--- src/rtl/hybrid_adder8_if.sv ---
// Operand/result bundle for the 8-bit hybrid adder.
// The master drives operands and reads the registered sum and carry-out.
interface hybrid_adder8_if;
    logic [7:0] X;
    logic [7:0] Y;
    logic       C0;
    logic [7:0] S;
    logic       C8;

    modport master (output X, output Y, output C0, input S, input C8);
    modport slave  (input X, input Y, input C0, output S, output C8);
endinterface

--- src/rtl/hybrid_adder8.sv ---
// 8-bit adder: 2-bit ripple / 4-bit lookahead / 2-bit ripple, registered {C8,S}.
// Latency 1 cycle; no backpressure, a new operand set is accepted every cycle.
module hybrid_adder8 (
    input  logic            clk,
    input  logic            rst_n,
    hybrid_adder8_if.slave  bus
);

    logic [7:0] g;
    logic [7:0] p;
    logic [8:0] c;
    logic [7:0] sum;
    logic [7:0] s_q;
    logic       c8_q;

    assign g = bus.X & bus.Y;
    assign p = bus.X ^ bus.Y;

    // Low ripple slice, bits 1:0
    assign c[0]   = bus.C0;
    assign c[1]   = g[0] | (c[0] & p[0]);
    assign c[2]   = g[1] | (c[1] & p[1]);
    assign sum[0] = p[0] ^ c[0];
    assign sum[1] = p[1] ^ c[1];

    // Lookahead slice, bits 5:2: every carry expanded directly from c[2]
    assign c[3] = g[2]
                | (p[2] & c[2]);
    assign c[4] = g[3]
                | (p[3] & g[2])
                | (p[3] & p[2] & c[2]);
    assign c[5] = g[4]
                | (p[4] & g[3])
                | (p[4] & p[3] & g[2])
                | (p[4] & p[3] & p[2] & c[2]);
    assign c[6] = g[5]
                | (p[5] & g[4])
                | (p[5] & p[4] & g[3])
                | (p[5] & p[4] & p[3] & g[2])
                | (p[5] & p[4] & p[3] & p[2] & c[2]);
    assign sum[5:2] = p[5:2] ^ c[5:2];

    // High ripple slice, bits 7:6
    assign c[7]   = g[6] | (c[6] & p[6]);
    assign c[8]   = g[7] | (c[7] & p[7]);
    assign sum[6] = p[6] ^ c[6];
    assign sum[7] = p[7] ^ c[7];

    always_ff @(posedge clk or negedge rst_n) begin
        if (!rst_n) begin
            s_q  <= 8'h00;
            c8_q <= 1'b0;
        end else begin
            s_q  <= sum;
            c8_q <= c[8];
        end
    end

    assign bus.S  = s_q;
    assign bus.C8 = c8_q;

endmodule

--- src/flat_wrapper.sv ---
// flat-port wrapper written by rule: the top's interface ports become plain ports
module hybrid_adder8_flat 
  (clk, rst_n, bus_X, bus_Y, bus_C0, bus_S, bus_C8);
  hybrid_adder8_if bus_i ();
  input  logic clk;
  input  logic rst_n;
  input wire logic [$bits(bus_i.X)-1:0] bus_X;
  input wire logic [$bits(bus_i.Y)-1:0] bus_Y;
  input wire logic [$bits(bus_i.C0)-1:0] bus_C0;
  output wire logic [$bits(bus_i.S)-1:0] bus_S;
  output wire logic [$bits(bus_i.C8)-1:0] bus_C8;
  assign bus_i.X = bus_X;
  assign bus_i.Y = bus_Y;
  assign bus_i.C0 = bus_C0;
  assign bus_S = bus_i.S;
  assign bus_C8 = bus_i.C8;
  hybrid_adder8 u_core (.clk(clk), .rst_n(rst_n), .bus(bus_i));
endmodule
--- config.mk ---
export PLATFORM = sky130hd
export DESIGN_NAME = hybrid_adder8_flat
export DESIGN_NICKNAME = d
export VERILOG_FILES = /design/src/rtl/hybrid_adder8_if.sv /design/src/rtl/hybrid_adder8.sv /design/src/flat_wrapper.sv
export SDC_FILE = /design/constraint.sdc
export NUM_CORES = 1
export LEC_CHECK = 0
export CAP_MARGIN = 20
export CORE_MARGIN = 2
export CORE_UTILIZATION = 35
export DETAILED_ROUTE_END_ITERATION = 7
export PLACE_DENSITY = 0.72
export SYNTH_ARGS = -nofsm -noshare
export SYNTH_HDL_FRONTEND = slang
export SYNTH_SLANG_ARGS = --single-unit
export TNS_END_PERCENT = 10
--- constraint.sdc ---
create_clock -name clk -period 0.8 [get_ports clk]
set_clock_uncertainty 0.1 [all_clocks]
set_input_delay 0.16 -clock clk [delete_from_list [all_inputs] [get_ports clk]]
set_output_delay 0.16 -clock clk [all_outputs]
set_load 0.01 [all_outputs]
# After elaboration in Yosys (flattened, before gate mapping)
# Index checks and enable logic that the tools add are counted.
# op_classes
bitwise	41
# op_table
op	n
$and 1x1->1	20
$or 1x1->1	14
$and 8x8->8	1
$xor 8x8->8	1
$xor 1x1->1	4
$xor 4x4->4	1
# word_totals
input_bits	19
output_inout_bits	9
elab_cells	43
reg_bits	9

# Depth between registers and ports, before layout
# depth
word_depth	11
ltp_mapped	9
mapped_depth_nobuf	9

# Worst setup path before layout
# OpenSTA, ideal clock, no wires.
# synth_path
kind	input-to-reg
startpoint	input bus_C0
endpoint	register u_core.s_q[7], in the netlist u_core.bus.S[7]
required_ns	0.636
n_path_buf	0
arrival_time_ns	2.351
setup_time_ns	0.064
path_slack_ns	-1.715
path_stages	9
cell_sequence	fa_1 -> fa_1 -> a211oi_2 -> o21bai_1 -> a21o_1 -> fa_1 -> inv_1 -> fa_1 -> inv_1
# synth_between
elab_chain_cells	9
# synth_lines
item	line_no	rtl
start: declaration	flat_wrapper.sv:9	input wire logic [$bits(bus_i.C0)-1:0] bus_C0;
$and 1x1->1	hybrid_adder8.sv:21	assign c[1] = g[0] | (c[0] & p[0]);
$or 1x1->1	hybrid_adder8.sv:21	
$and 1x1->1	hybrid_adder8.sv:22	assign c[2] = g[1] | (c[1] & p[1]);
$or 1x1->1	hybrid_adder8.sv:22	
$and 1x1->1	hybrid_adder8.sv:40	| (p[5] & p[4] & p[3] & p[2] & c[2]);
$or 1x1->1	hybrid_adder8.sv:40	
$and 1x1->1	hybrid_adder8.sv:44	assign c[7] = g[6] | (c[6] & p[6]);
$or 1x1->1	hybrid_adder8.sv:44	
$xor 1x1->1	hybrid_adder8.sv:47	assign sum[7] = p[7] ^ c[7];
via u_core.sum[7]	hybrid_adder8.sv:12	logic [7:0] sum;
end signal: assignment	hybrid_adder8.sv:54	s_q <= sum;
end: declaration	hybrid_adder8.sv:13	logic [7:0] s_q;
# The timed path passes the listed nets, and every way through them passes these cells.

# Final worst setup path
# layout_path
startpoint	input bus_X[0]
endpoint	register u_core.s_q[7], in the netlist u_core.bus.S[7]
# layout_between
elab_chain_cells	10
elab_cells_between_ends	11
classes_between	bitwise (11)
# layout_lines
item	line_no	rtl
start: declaration	flat_wrapper.sv:7	input wire logic [$bits(bus_i.X)-1:0] bus_X;
$xor 8x8->8	hybrid_adder8.sv:17	assign p = bus.X ^ bus.Y;
$and 1x1->1	hybrid_adder8.sv:21	
$or 1x1->1 (*)	hybrid_adder8.sv:21	
$and 1x1->1 (*)	hybrid_adder8.sv:22	
$or 1x1->1 (*)	hybrid_adder8.sv:22	
$and 1x1->1 (*)	hybrid_adder8.sv:40	
$or 1x1->1 (*)	hybrid_adder8.sv:40	
$and 1x1->1 (*)	hybrid_adder8.sv:44	
$or 1x1->1 (*)	hybrid_adder8.sv:44	
$xor 1x1->1 (*)	hybrid_adder8.sv:47	
via u_core.sum[7]	hybrid_adder8.sv:12	
# Mark *: on every way through the listed nets, which the timed path passes. The rest lies on a longest branch.

==> metrics <==
Leak=0.412 nW; Hold Path Class=in -> reg; sequential share of the synthesized area=47.4%; Max FO, Critical Path=2; crit path buf inv count=3; Post-Syn Area=475 um2; routed length on met3=116 um; drt pass-1 iters=1; Worst Path Arrival=2.47 ns; Residual DRC=0; area grow syn2layout=72.1%; Post-DP Area=815 um2; Iter 0 DRT Violations=0; Vias/cell=4.31; Slew Viols, Final=0; port bufs=27; final hold viol count=0; drt wl/cell=11.5 um; failing checks=setup timing; Rows=13; DIE WIDTH=40.9 um; CP dominant cell by count=fa_2; post-route cell area=818 um2; worst IR drop on VDD=1.27 mV; Syn Inst Count=36; Max Used Layer=met4; Slew headroom=85.9%; Total GRT Usage=15.5%; Sequential Power Share=40.8%; Worst-Margin Slew=0.211 ns; Avg Synthesized Cell Area=13.2 um2; status=complete, but fails checks; synth warn=0; CP cell instances=buf_6, fa_2, fa_2, a211oi_2, o21bai_1, a21o_1, fa_2, inv_2, fa_1, inv_1; PnR worst setup slack=-1.57 ns; H-Tree Depth=1; FMAX=422 MHz; vias in the first global route=403; clk buf depth=2; diode count=0; internal power=0.997 mW; CTS tree=done; Psw=0.384 mW; largest net degree at the start of global routing=10; total gr overflow=0; Slowest-stage cell, CP=fa_1; vias=384; DR WL met2=554 um; NumNets Final=103; IO Pins=28; CP max stage delay=0.41 ns; WS Path Type=in -> reg; syn_nets=64; CTS hold repair buffers=0; final WL=1.03 mm; startpoint types=input port; Initial Util=37.0%; first-pass GRT wire length=1.53 mm; Die H=40.9 um; Clock Power Share=25.0%; Gate power share=34.2%; CP required=0.90 ns; Switching Fraction=27.8%; Final setup viols=17; Root Driver=clkbuf_4; clock sink count=9; period utilisation layout=296%; Die ar.=1670 um2; Critical Path Sink=u_core.bus.S[7]; post-layout util=63.7%; crit end category=flop; layout cells sized above 1=39.2%; Num CTS Buffers=3; Crit path depth=10; RePlAce Congestion=0.608; post-detailed-route count of antenna-violating nets=0; initial antenna violation count=0; FF+latch count, synth=9; min cycle time layout=2.37 ns; Worst-path clk slew=0.06 ns; Yosys cell types=11; DPL Wire Length=843 um; Cell Pwr Density=1690 nW/um2; CP top delay family=adder cells; Core ar.=1280 um2; RSZ-0062 raised after global routing=yes; total of max-cap violations=0; crit path from=bus_X[0]; DRT met1 WL=351 um
power groups by stage:
| stage | clock network (mW) | registers (mW) | logic [mW] |
|---|---|---|---|
| 2_1_floorplan | 0 | 0.619 | 0.133 |
| 3_3_place_gp | 0 | 0.569 | 0.510 |
| 3_5_place_dp | 0 | 0.576 | 0.530 |
| 4_1_cts | 0.364 | 0.563 | 0.460 |
| 5_1_grt | 0.391 | 0.571 | 0.529 |
| 6_report | 0.345 | 0.564 | 0.472 |
routing by layer:
metal | vias to the layer above | GRT usage, %
met5 | - | 0
met4 | 0 | 5.00
met3 | 2 | 9.78
met2 | 19 | 28.1
met1 | 178 | 13.7
li1 | 185 | -
worst min path at each step:
stage	from	endpoint	cells past startpoint	slack, ns
after CTS	bus_X[0]	u_core.bus.S[0]	2	0.1
after detailed placement	rst_n	u_core.bus.S[6]	2	0.41
after global placement	rst_n	u_core.bus.S[6]	2	0.39
after global routing	bus_X[0]	u_core.bus.S[0]	2	0.1
after floorplan	rst_n	u_core.bus.C8	0	-0.24
final	bus_X[0]	u_core.bus.S[0]	2	0.1
state kept, by name, summed over array words and instances, names as in the netlist:
signal,flops
u_core.bus.S,8
u_core.bus.C8,1
cell usage in the layout (no fill, tap or decap):
cell type / instances
dlygate4sd2_1: 2
o21bai_1: 1
inv_2: 1
a211oi_2: 1
buf_2: 10
buf_4: 6
nor2_1: 1
clkbuf_1: 1
fa_2: 4
clkdlybuf4s50_1: 13
ha_1: 4
a21o_1: 1
o21ai_0: 1
fa_1: 1
nor2_2: 1
buf_6: 2
xnor2_1: 1
dfrtp_1: 9
inv_1: 8
clkbuf_4: 3
buf_12: 1
xor2_1: 2
cells by family after synthesis:
family,synth area share (%)
buffers and inverters,7.10
xor gates and xnor gates,5.53
adders and majority gates,31.6
DFF,47.4
and+or+nand+nor,1.58
AOI/OAI and AO/OA,6.84
area by class of cell:
| cell class | instances | area (um2) |
|---|---|---|
| well taps | 15 | 18.8 |
| multi-input cells | 18 | 229 |
| clock buffers | 4 | 26.3 |
| fillers | 118 | 467 |
| flip-flops and latches | 9 | 225 |
| inverters | 9 | 33.8 |
| repair buffers | 34 | 285 |
cell usage after synthesis, drive strengths merged:
master / count / area share [%]
nor2: 2 / 1.6
dfrtp: 9 / 47
o21bai: 1 / 1.6
xor2: 2 / 3.7
a21o: 1 / 1.6
fa: 5 / 21
o21ai: 1 / 1.1
a211oi: 1 / 2.6
inv: 9 / 7.1
ha: 4 / 11
xnor2: 1 / 1.8
through the flow:
| step | worst slack (ns) | power, mW | hold WS [ns] | instances | TNS (ns) |
|---|---|---|---|---|---|
| 3_3_place_gp | -2.18 | 1.08 | 0.388 | 82 | -15.06 |
| 3_5_place_dp | -2.25 | 1.11 | 0.412 | 82 | -15.41 |
| 6_report | -1.57 | 1.38 | 0.0973 | 89 | -9.14 |
| 2_1_floorplan | -1.62 | 0.752 | -0.236 | 36 | -7.78 |
| 4_1_cts | -1.57 | 1.39 | 0.0952 | 88 | -8.94 |
| 5_1_grt | -1.64 | 1.49 | 0.0992 | 89 | -9.87 |
timing repair:
item                                    in CTS  in global routing
gates resized for setup                     52                  2
buffers inserted                             2                  1
endpoints found under the setup margin      18                 17
pin swaps                                    7                  5
No activity file was read; power rests on OpenSTA's default activity.
